--- src/rtl/decode_frame_loader.sv ---
// Frame loader: accepts a valid/ready word stream and writes one frame into a
// 2**ASIZE-word RAM. Optional frame_xor output is enabled by DECODE_FRAME_LOADER_XOR_EN.
module decode_frame_loader #(
    parameter int DSIZE = 8,
    parameter int ASIZE = 10
) (
    input  logic             clk,
    input  logic             rst_n,
    input  logic             in_valid,
    input  logic [DSIZE-1:0] in_data,
    input  logic             in_last,
    output logic             in_ready,
    output logic             wec,
    output logic [ASIZE-1:0] addrc,
    output logic [DSIZE-1:0] dinc,
    output logic             frame_valid,
    output logic [ASIZE:0]   frame_len,
    output logic             frame_ovf,
    input  logic             frame_ack
`ifdef DECODE_FRAME_LOADER_XOR_EN
    ,
    output logic [DSIZE-1:0] frame_xor
`endif
);

    typedef enum logic [2:0] {IDLE, LOAD, DRAIN, FLUSH, HOLD} state_t;

    localparam logic [ASIZE-1:0] ADDR_MAX = '1;
    localparam logic [ASIZE:0]   LEN_MAX  = {1'b1, {ASIZE{1'b0}}};

    state_t           state, state_nxt;
    logic [ASIZE-1:0] addr;
    logic             accept;
    logic             write;
    logic             release_frame;

    always_comb begin
        // rst_n gates in_ready so upstream sees 0 for the whole reset pulse
        in_ready      = rst_n && (state == IDLE || state == LOAD || state == DRAIN);
        accept        = in_valid && in_ready;
        write         = accept && (state == IDLE || state == LOAD);
        release_frame = frame_valid && frame_ack;
        state_nxt     = state;
        case (state)
            IDLE:  if (accept) state_nxt = in_last ? FLUSH : LOAD;
            LOAD: begin
                if (accept) begin
                    if (in_last)               state_nxt = FLUSH;
                    else if (addr == ADDR_MAX) state_nxt = DRAIN;
                end
            end
            DRAIN: if (accept && in_last) state_nxt = FLUSH;
            FLUSH: state_nxt = HOLD;
            HOLD:  if (release_frame) state_nxt = IDLE;
            default: state_nxt = IDLE;
        endcase
    end

    always_ff @(posedge clk or negedge rst_n) begin
        if (!rst_n) begin
            state       <= IDLE;
            addr        <= '0;
            wec         <= 1'b0;
            addrc       <= '0;
            dinc        <= '0;
            frame_valid <= 1'b0;
            frame_len   <= '0;
            frame_ovf   <= 1'b0;
        end else begin
            state <= state_nxt;
            wec   <= write;
            if (write) begin
                addrc <= addr;
                dinc  <= in_data;
            end
            // Address parks at the top slot instead of wrapping; cleared on release
            if (release_frame)
                addr <= '0;
            else if (write && addr != ADDR_MAX)
                addr <= addr + 1'b1;

            if (release_frame)
                frame_len <= '0;
            else if (write && frame_len != LEN_MAX)
                frame_len <= frame_len + 1'b1;

            if (release_frame)
                frame_ovf <= 1'b0;
            else if (state == LOAD && state_nxt == DRAIN)
                frame_ovf <= 1'b1;

            if (release_frame)
                frame_valid <= 1'b0;
            else if (state == FLUSH)
                frame_valid <= 1'b1;
        end
    end

`ifdef DECODE_FRAME_LOADER_XOR_EN
    always_ff @(posedge clk or negedge rst_n) begin
        if (!rst_n)
            frame_xor <= '0;
        else if (release_frame)
            frame_xor <= '0;
        else if (write)
            frame_xor <= frame_xor ^ in_data;
    end
`endif

endmodule

--- config.mk ---
export PLATFORM = sky130hd
export DESIGN_NAME = decode_frame_loader
export DESIGN_NICKNAME = d
export VERILOG_FILES = /design/src/rtl/decode_frame_loader.sv
export SDC_FILE = /design/constraint.sdc
export NUM_CORES = 1
export LEC_CHECK = 0
export CORE_ASPECT_RATIO = 1.5
export CORE_MARGIN = 4
export CORE_UTILIZATION = 30
export CTS_CLUSTER_DIAMETER = 200
export DETAILED_ROUTE_END_ITERATION = 10
export GPL_ROUTABILITY_DRIVEN = 0
export PLACE_DENSITY_LB_ADDON = 0.12
export SLEW_MARGIN = 10
export SYNTH_ARGS = -nofsm -noshare
export SYNTH_HDL_FRONTEND = slang
export SYNTH_SLANG_ARGS = --single-unit
--- constraint.sdc ---
create_clock -name clk -period 2.1 [get_ports clk]
set_input_delay 0.42 -clock clk [delete_from_list [all_inputs] [get_ports clk]]
set_output_delay 0.42 -clock clk [all_outputs]
set_load 0.05 [all_outputs]
==> run metrics, run 1 <==
outcome=completed; first-pass GRT wire length=9273 um; max_slew headroom=65.37%; vias in the first global route=around 1800; drt drc=0; Vias=1834; nets=between 200 and 300; mapped cell area=around 2100 um^2; CP max-delay cell=clkdlybuf4s50_1; Die Y=110.8 um; Fillers=700; Crit path required time=1.68 ns; Post-Syn Instances=between 200 and 250; worst vdd ir=440.2 uV; initial antenna violation count=0; CTS max path bufs=2; IO Pins=46; GRT Overall Usage=a little over an eighth; syn nets=~240; Critical Path Sink Type=primary output; row cnt=37; Slew @ Worst Pin=0.5178 ns; min-delay worst type=input pin to async pin; CTS H-tree depth=2; Die ar.=roughly 8500 um^2; f_max=496.5 MHz; Post-synth EDFFs=0; CTS Buf Count=5; final slew viol count=0; Design Area, Final=2888 um^2; Initial Util=30.83%; Final Hold Violating Endpoints=0; max cap viols=0; clock root cell=clkbuf_8; Synth cell types=40; Post-Place Cell Area=about 2700 um^2; routed wire length=5262 um; WL/cell=14.54 um; pwr/cell area=1210 nW/um^2; setup_tns=0 ns; largest net degree at the start of global routing=38; Port Buffers=45; Startpoint Class=flop; die extent in x=between 70 and 80 um; first drt pass iteration count=4; largest stage delay on the critical path=roughly 0.84 ns; Clk Latency, worst-skew pair=0.30 ns; remaining antenna violation count after routing=0; clk_skew=between 0.005 and 0.006 ns; commonest cells after routing, fill and taps aside=nand2_1, dfrtp_1, clkdlybuf4s50_1; RSZ-0062 raised after global routing=false; total core area=6852 um^2; min cycle time layout=2.014 ns; Post-synth top flop=dfrtp_1; Synth Warn #=0; CTS clk-pin slew, worst paths=0.09 ns; CP bufs+invs=1; clk sinks=45; global route overflow=0; Pleak=roughly 1.3 nW; final setup vio count=0; initial drt markers=slightly above 70; register area share after synthesis=53.32%; share of cells above drive strength 1=a little under an eighth; kind of cell adding the most delay to the critical path=buffers and inverters; Post-Syn Area per Cell=9.514 um^2; most common cell after layout, fill and taps aside=nand2_1; Yosys reg bits=between 40 and 50; area grow syn2layout=36.73%; dpl hpwl=3737 um; Crit Path Class=flop to primary output; Final period util=95.90%; # diodes=0; CTS tree=built; CP cell instances=clkdlybuf4s50_1; DR vias/cell=5.066; CP max FO=6; ys async rst share=100.0%; WP data arrival=1.59 ns
layout make-up:
cell class              instances  area (um^2)  share of cell area, %
flip-flops and latches         45         1126                  38.99
clock inverters                 2        37.54                  1.300
well taps                      78        97.59                  3.380
repair buffers                 61        583.1                  20.19
clock buffers                   6        82.58                  2.860
multi-input cells             166        944.7                  32.71
inverters                       4        16.27                 0.5633
worst reg2reg max path, stage by stage (launching register included):
cell and delay [ns]:
dfrtp_1 0.48, nand3_2 0.16, or3_1 0.46, a2111oi_2 0.30, o32ai_1 0.15
cells in the mapped netlist, types with 3 or more instances:
cell	instances	area share, %
o21ai_0	7	1.7
or3_1	4	1.2
o31ai_1	5	1.8
a21oi_1	12	2.8
and2_1	3	0.89
inv_1	3	0.53
mux2i_1	3	1.4
and3_1	4	1.2
nand4_1	4	1.2
ha_1	3	1.8
nand3_1	10	2.4
nor4_1	3	0.89
or4_1	3	1.1
nand2_1	62	11
a31oi_1	3	0.89
clkbuf_1	4	0.71
dfrtp_1	45	53
nor2_1	12	2.1
xor2_1	4	1.7
final timing paths:
check	start	endpoint	slack [ns]	cells after the start
worst max-delay path	frame_len[0]	frame_len[0]	0.09	1
worst min-delay path	rst_n	frame_len[2]	0.48	2
worst max register to register	addr[2]	state[0]	0.42	4
worst min register to register	addrc[0]	addrc[0]	0.48	2
max in group asynchronous	rst_n	dinc[4]	0.91	3
min in group clk	addrc[0]	addrc[0]	0.48	2
registers in the layout (all words and copies together) (netlist names):
register	flops
addr	10
addrc	10
dinc	8
frame_len	11
frame_ovf	1
frame_valid	1
state	3
wec	1
metal layers:
layer,wire length (um),up-vias,GRT usage [%]
met1,2286,888,16.12
met2,2635,37,22.55
met4,134,0,5.925
li1,-,900,-
met3,206,9,3.089
met5,0,-,0
power by group:
part / total, mW / switching, mW / internal, mW
registers: 1.27 / 0.197 / 1.07
clock network: 0.695 / 0.308 / 0.387
logic: 1.53 / 0.979 / 0.552
what timing repair did:
| item | in CTS | in global routing |
|---|---|---|
| setup endpoints to repair | 0 | 3 |
| hold buffers | 1 | 0 |
| buffers inserted | 0 | 0 |
| hold endpoints to repair | 1 | 0 |
| gates resized for setup | 0 | 3 |
cells by family after synthesis:
kind of cell	after synthesis	synth area share [%]
adder cells (fa/ha/maj)	3	1.777
XOR/XNOR	5	2.073
flip-flops	45	53.32
buffers and inverters	11	2.132
AO/OA/AOI/OAI	36	11.32
multiplexers	3	1.422
AND/OR/NAND/NOR	119	27.96
per-stage QoR:
step	hold WS (ns)	total power, mW	util (%)	std cells	worst slack [ns]
after floorplan	0.1244	2.242	-	222	0.2334
after global placement	0.2593	2.822	40.12	353	0.07430
after detailed placement	0.2626	2.831	40.12	353	0.03150
after CTS	0.4770	3.542	42.02	362	0.01475
after global routing	0.4824	3.713	42.15	362	0.01356
final	0.4754	3.494	42.15	362	0.08606
No activity file was read; power rests on OpenSTA's default activity.
==> inputs of run 2 (changes only) <==
--- a/config.mk
+++ b/config.mk
@@ -5,6 +5,8 @@
 export SDC_FILE = /design/constraint.sdc
 export NUM_CORES = 1
 export LEC_CHECK = 0
+export CELL_PAD_IN_SITES_DETAIL_PLACEMENT = 0
+export CELL_PAD_IN_SITES_GLOBAL_PLACEMENT = 2
 export CORE_ASPECT_RATIO = 1.5
 export CORE_MARGIN = 4
 export CORE_UTILIZATION = 30
==> constraint.sdc (replaced) <==
create_clock -name clk -period 2.2 [get_ports clk]
set_input_delay 0.44 -clock clk [delete_from_list [all_inputs] [get_ports clk]]
set_output_delay 0.44 -clock clk [all_outputs]
set_load 0.05 [all_outputs]
==> run metrics, run 2 (same netlist as run 1, synthesis figures left out) <==
outcome=completed; CP max FO=7 (+1); Top reg by flops=frame_len; row cnt=37 (unchanged); Startpoint Class=flop; min-delay worst type=flop to flop; initial antenna violation count=0 (unchanged); footprint of the multi-input gates=940.9 um^2 (-0.40%); CTS clk-pin slew, worst paths=0.10 ns (about the same); worst vdd ir=416.3 uV (-5.4%); Final Hold Violating Endpoints=0 (unchanged); WL/cell=14.80 um (+1.8%); RSZ-0062 raised after global routing=false; min cycle time layout=~2.1 ns; Vias=1796 (-2.1%); setup_tns=0 ns (unchanged); Crit Path Class=flop to primary output; first-pass GRT wire length=9453 um (+1.9%); vias in the first global route=1909 (+3.2%); commonest cells after routing, fill and taps aside=nand2_1, dfrtp_1, clkdlybuf4s50_1; nets=296 (-1.0%); final setup vio count=0 (unchanged); Crit path required time=1.76 ns (+0.08 ns); CP max-delay cell=clkdlybuf4s50_1; global route overflow=0 (unchanged); Die Y=110.8 um (unchanged); clock root cell=clkbuf_8; Port Buffers=45 (unchanged); WP data arrival=1.63 ns (+0.04 ns); register area=1126 um^2 (unchanged); Design Area, Final=2851 um^2 (-1.3%); Fillers=720 (+2.9%); pwr/cell area=1160 nW/um^2 (-4.1%); CTS H-tree depth=2 (unchanged); die extent in x=76.51 um (unchanged); f_max=483.2 MHz; # diodes=0 (unchanged); CTS tree=built; Clk Latency, worst-skew pair=0.30 ns (about the same); DR vias/cell=5.003 (-1.3%); Largest regs=frame_len: 11 flops, addr: 10 flops, addrc: 10 flops; Initial Util=30.83% (unchanged); final slew viol count=0 (unchanged); IO Pins=46 (unchanged); max cap viols=0 (unchanged); Post-Place Cell Area=2726 um^2 (-0.82%); Setup Fix Bufs, Post-CTS=0 (unchanged); dpl hpwl=3845 um (+2.9%); largest stage delay on the critical path=0.85 ns (about the same); Slew @ Worst Pin=0.5751 ns (+0.05728 ns); Pleak=1.275 nW (-3.8%); kind of cell adding the most delay to the critical path=buffers and inverters; Largest register FFs=11 (unchanged); first drt pass iteration count=4 (unchanged); initial drt markers=119 (+68%); GRT Overall Usage=13.64% (+0.27 points); largest net degree at the start of global routing=45 (+18%); CP cell instances=clkdlybuf4s50_1; remaining antenna violation count after routing=0 (unchanged); share of cells above drive strength 1=10.32% (-1.3 points); routed wire length=5314 um (+0.99%); CTS max path bufs=2 (unchanged); clk_skew=0.01062 ns (+0.004808 ns); Final period util=94.07%; Critical Path Sink Type=primary output; clk sinks=45 (unchanged); drt drc=0 (unchanged); Die ar.=8474 um^2 (unchanged); max_slew headroom=61.66% (-3.7 points); area grow syn2layout=35.01%; total core area=6852 um^2 (unchanged); CP bufs+invs=1 (unchanged); CTS Buf Count=5 (unchanged); Register-to-Register Setup Slack=0.42 ns (about the same); most common cell after layout, fill and taps aside=nand2_1
-- run 2: layout make-up --
class                           count  area share [%]
Multi-Input combinational cell    166           33.00
Timing Repair Buffer               58           19.48
Sequential cell                    45           39.49
Clock inverter                      3           1.624
Clock buffer                        5           2.413
Tap cell                           78           3.423
Inverter                            4          0.5704
-- run 2: power breakdown --
| group | total [mW] | internal [mW] | switching, mW |
|---|---|---|---|
| Clock | 0.652 | 0.340 | 0.312 |
| Combinational | 1.43 | 0.521 | 0.912 |
| Sequential | 1.22 | 1.02 | 0.202 |
| Total | 3.31 | 1.88 | 1.43 |
-- run 2: layer usage --
| metal | track usage (%) | up-vias | wire length (um) |
|---|---|---|---|
| li1 | - | 891 | - |
| met1 | 16.35 | 863 | 2262 |
| met2 | 23.90 | 37 | 2773 |
| met3 | 3.415 | 5 | 208 |
| met4 | 3.990 | 0 | 70 |
| met5 | 0 | - | 0 |
-- run 2: timing repair --
| action | 4_1_cts | 5_1_grt |
|---|---|---|
| hold buffers | 1 | 0 |
| setup endpoints to repair | 0 | 0 |
| hold endpoints to repair | 1 | 0 |
| resized for setup | 0 | 0 |
-- run 2: path summary, 6_finish.rpt --
check,startpoint,end,depth (start not counted)
min in group asynchronous,rst_n,state[2],2
max in group asynchronous,rst_n,addr[2],3
min reg2reg,dinc[4],dinc[4],2
max,frame_len[6],frame_len[6],1
min,dinc[4],dinc[4],2
max reg2reg,addr[1],state[0],5
-- run 2: tightest hold or removal path, cell delays in order (launching register included) --
cell and delay [ns]:
dfrtp_1 0.35, nand2_1 0.05, nand2_1 0.05
-- run 2: through the flow --
step                      setup WS, ns  instances  hold slack [ns]  total power [mW]  util [%]
after global routing           0.03141        359           0.4817             3.535     41.62
after detailed placement       0.09488        350           0.2723             2.701     39.79
final                           0.1304        359           0.4781             3.309     41.62
after floorplan                 0.3334        222           0.1444             2.140         -
after global placement          0.1156        350           0.2725             2.690     39.79
after CTS                       0.1086        359           0.4851             3.365     41.62
==> inputs of run 3 (changes only) <==
--- a/config.mk
+++ b/config.mk
@@ -13,7 +13,7 @@
 export CTS_CLUSTER_DIAMETER = 200
 export DETAILED_ROUTE_END_ITERATION = 10
 export GPL_ROUTABILITY_DRIVEN = 0
-export PLACE_DENSITY_LB_ADDON = 0.12
+export PLACE_DENSITY_LB_ADDON = 0.15
 export SLEW_MARGIN = 10
 export SYNTH_ARGS = -nofsm -noshare
 export SYNTH_HDL_FRONTEND = slang
==> run metrics, run 3 (same netlist as run 1, synthesis figures left out) <==
outcome=completed; combinational share of power=42.6% (-0.7 points); CP max-delay cell=clkdlybuf4s50_1; PostCTS Resize Cnt=0 (unchanged); Int Pwr=1.900 mW (+0.92%); clk sinks=45 (unchanged); drt drc=0 (unchanged); Design Area, Final=2844 um^2 (-0.26%); commonest cells after routing, fill and taps aside=nand2_1, dfrtp_1, clkdlybuf4s50_1; dpl hpwl=3843 um (about the same); cts hold-fix bufs=0 (-1); pwr/cell area=1167 nW/um^2 (+0.55%); GRT Overall Usage=13.67% (+0.031 points); max_slew headroom=66.19% (+4.5 points); setup_tns=0 ns (unchanged); Crit Path Class=flop to primary output; kind of cell adding the most delay to the critical path=buffers and inverters; Slew @ Worst Pin=0.5056 ns (-0.06943 ns); Final Hold Violating Endpoints=0 (unchanged); Pleak=1.266 nW (-0.71%); Top reg by flops=frame_len; IO Pins=46 (unchanged); first-pass GRT wire length=9459 um (about the same); area grow syn2layout=34.66%; Clk Latency, worst-skew pair=0.30 ns (about the same); RSZ-0062 raised after global routing=false; CTS Buf Count=5 (unchanged); clk_skew=0.005292 ns (-0.005330 ns); worst vdd ir=454.1 uV (+9.1%); total core area=6852 um^2 (unchanged); final slew viol count=0 (unchanged); global route overflow=0 (unchanged); Final period util=94.17% (about the same); Largest regs=frame_len: 11 flops, addr: 10 flops, addrc: 10 flops; die extent in x=76.51 um (unchanged); CP cell instances=clkdlybuf4s50_1; WP data arrival=1.63 ns (about the same); first drt pass iteration count=4 (unchanged); r2r endpoint=state[0]; CTS max path bufs=2 (unchanged); DR vias/cell=5.096 (+1.9%); Die Y=110.8 um (unchanged); Die ar.=8474 um^2 (unchanged); vias in the first global route=1855 (-2.8%); Crit path required time=1.76 ns (about the same); largest stage delay on the critical path=0.85 ns (about the same); CTS H-tree depth=2 (unchanged); largest net degree at the start of global routing=32 (-29%); share of cells above drive strength 1=9.712% (-0.61 points); CP bufs+invs=1 (unchanged); # diodes=0 (unchanged); CP max FO=7 (unchanged); WL/cell=14.97 um (+1.1%); min-delay worst type=input pin to async pin; Post-Place Cell Area=2724 um^2 (about the same); min cycle time layout=2.072 ns (+0.002055 ns); initial drt markers=74 (-38%); Psw=1.418 mW (-0.54%); Startpoint Class=flop; Port Buffers=45 (unchanged); Setup Fix Bufs, Post-CTS=0 (unchanged); CTS tree=built; CTS clk-pin slew, worst paths=0.09 ns (about the same); row cnt=37 (unchanged); FF-to-FF Start=addr[0]; Vias=1814 (+1.0%); Net Sw Frac=42.74% (-0.36 points); routed wire length=5328 um (+0.26%); most common cell after layout, fill and taps aside=nand2_1; initial antenna violation count=0 (unchanged); max cap viols=0 (unchanged); clock root cell=clkbuf_8; f_max=482.7 MHz (about the same); Initial Util=30.83% (unchanged); final setup vio count=0 (unchanged); sequential share of power=37.3% (+0.3 points); Register-to-Register Setup Slack=0.40 ns (-0.02 ns); remaining antenna violation count after routing=0 (unchanged); nets=293 (-1.0%); Worst Reg-to-Reg Cells=5 (unchanged); Largest register FFs=11 (unchanged); Critical Path Sink Type=primary output; Clock Power Share=20.1% (+0.4 points)
## run 3: cell types whose count changed in the layout (fill, tap and decap cells not counted)
cell,before,now
clkinv_4,1,0
clkbuf_8,5,6
dlygate4sd3_1,1,0
buf_4,12,9
buf_12,1,2
## run 3: worst max path at each step
stage	from	to	cells after the start
CTS	frame_len[0]	frame_len[0]	1
global route	frame_len[2]	frame_len[2]	1
finish	frame_len[6]	frame_len[6]	1
global placement	in_valid	frame_len[10]	6
detailed placement	in_valid	frame_len[6]	6
floorplan	frame_len[0]	frame_len[10]	5
## run 3: power groups by stage
| stage | Combinational, mW | Clock [mW] | Sequential (mW) |
|---|---|---|---|
| floorplan | 0.417 | 0 | 1.72 |
| global placement | 1.42 | 0 | 1.26 |
| detailed placement | 1.43 | 0 | 1.26 |
| CTS | 1.43 | 0.688 | 1.24 |
| global route | 1.52 | 0.726 | 1.29 |
| finish | 1.41 | 0.668 | 1.24 |
## run 3: layer usage
| layer | part of all wire [%] | global-route usage, % | up-vias |
|---|---|---|---|
| li1 | - | - | 889 |
| met1 | 45 | 16.71 | 883 |
| met2 | 50 | 23.02 | 34 |
| met3 | 3.6 | 3.171 | 8 |
| met4 | 2.0 | 5.562 | 0 |
| met5 | 0 | 0 | - |
## run 3: cell type report
class / instances / area [um^2]
fill: 696 / 4008
sequential: 45 / 1126
multi-input combinational: 166 / 940.9
timing repair buffer: 55 / 543.0
tap: 78 / 97.59
clock buffer: 6 / 82.58
clock inverter: 2 / 37.54
inverter: 4 / 16.27
## run 3: through the flow
step	util, %	hold slack (ns)	setup slack, ns	cells	power [mW]
after floorplan	-	0.1444	0.3334	222	2.140
after global placement	39.76	0.4568	0.1161	348	2.679
after detailed placement	39.76	0.4595	0.05988	348	2.686
after CTS	41.51	0.1248	0.1120	356	3.365
after global routing	41.51	0.1274	0.05172	356	3.533
final	41.51	0.1292	0.1283	356	3.318
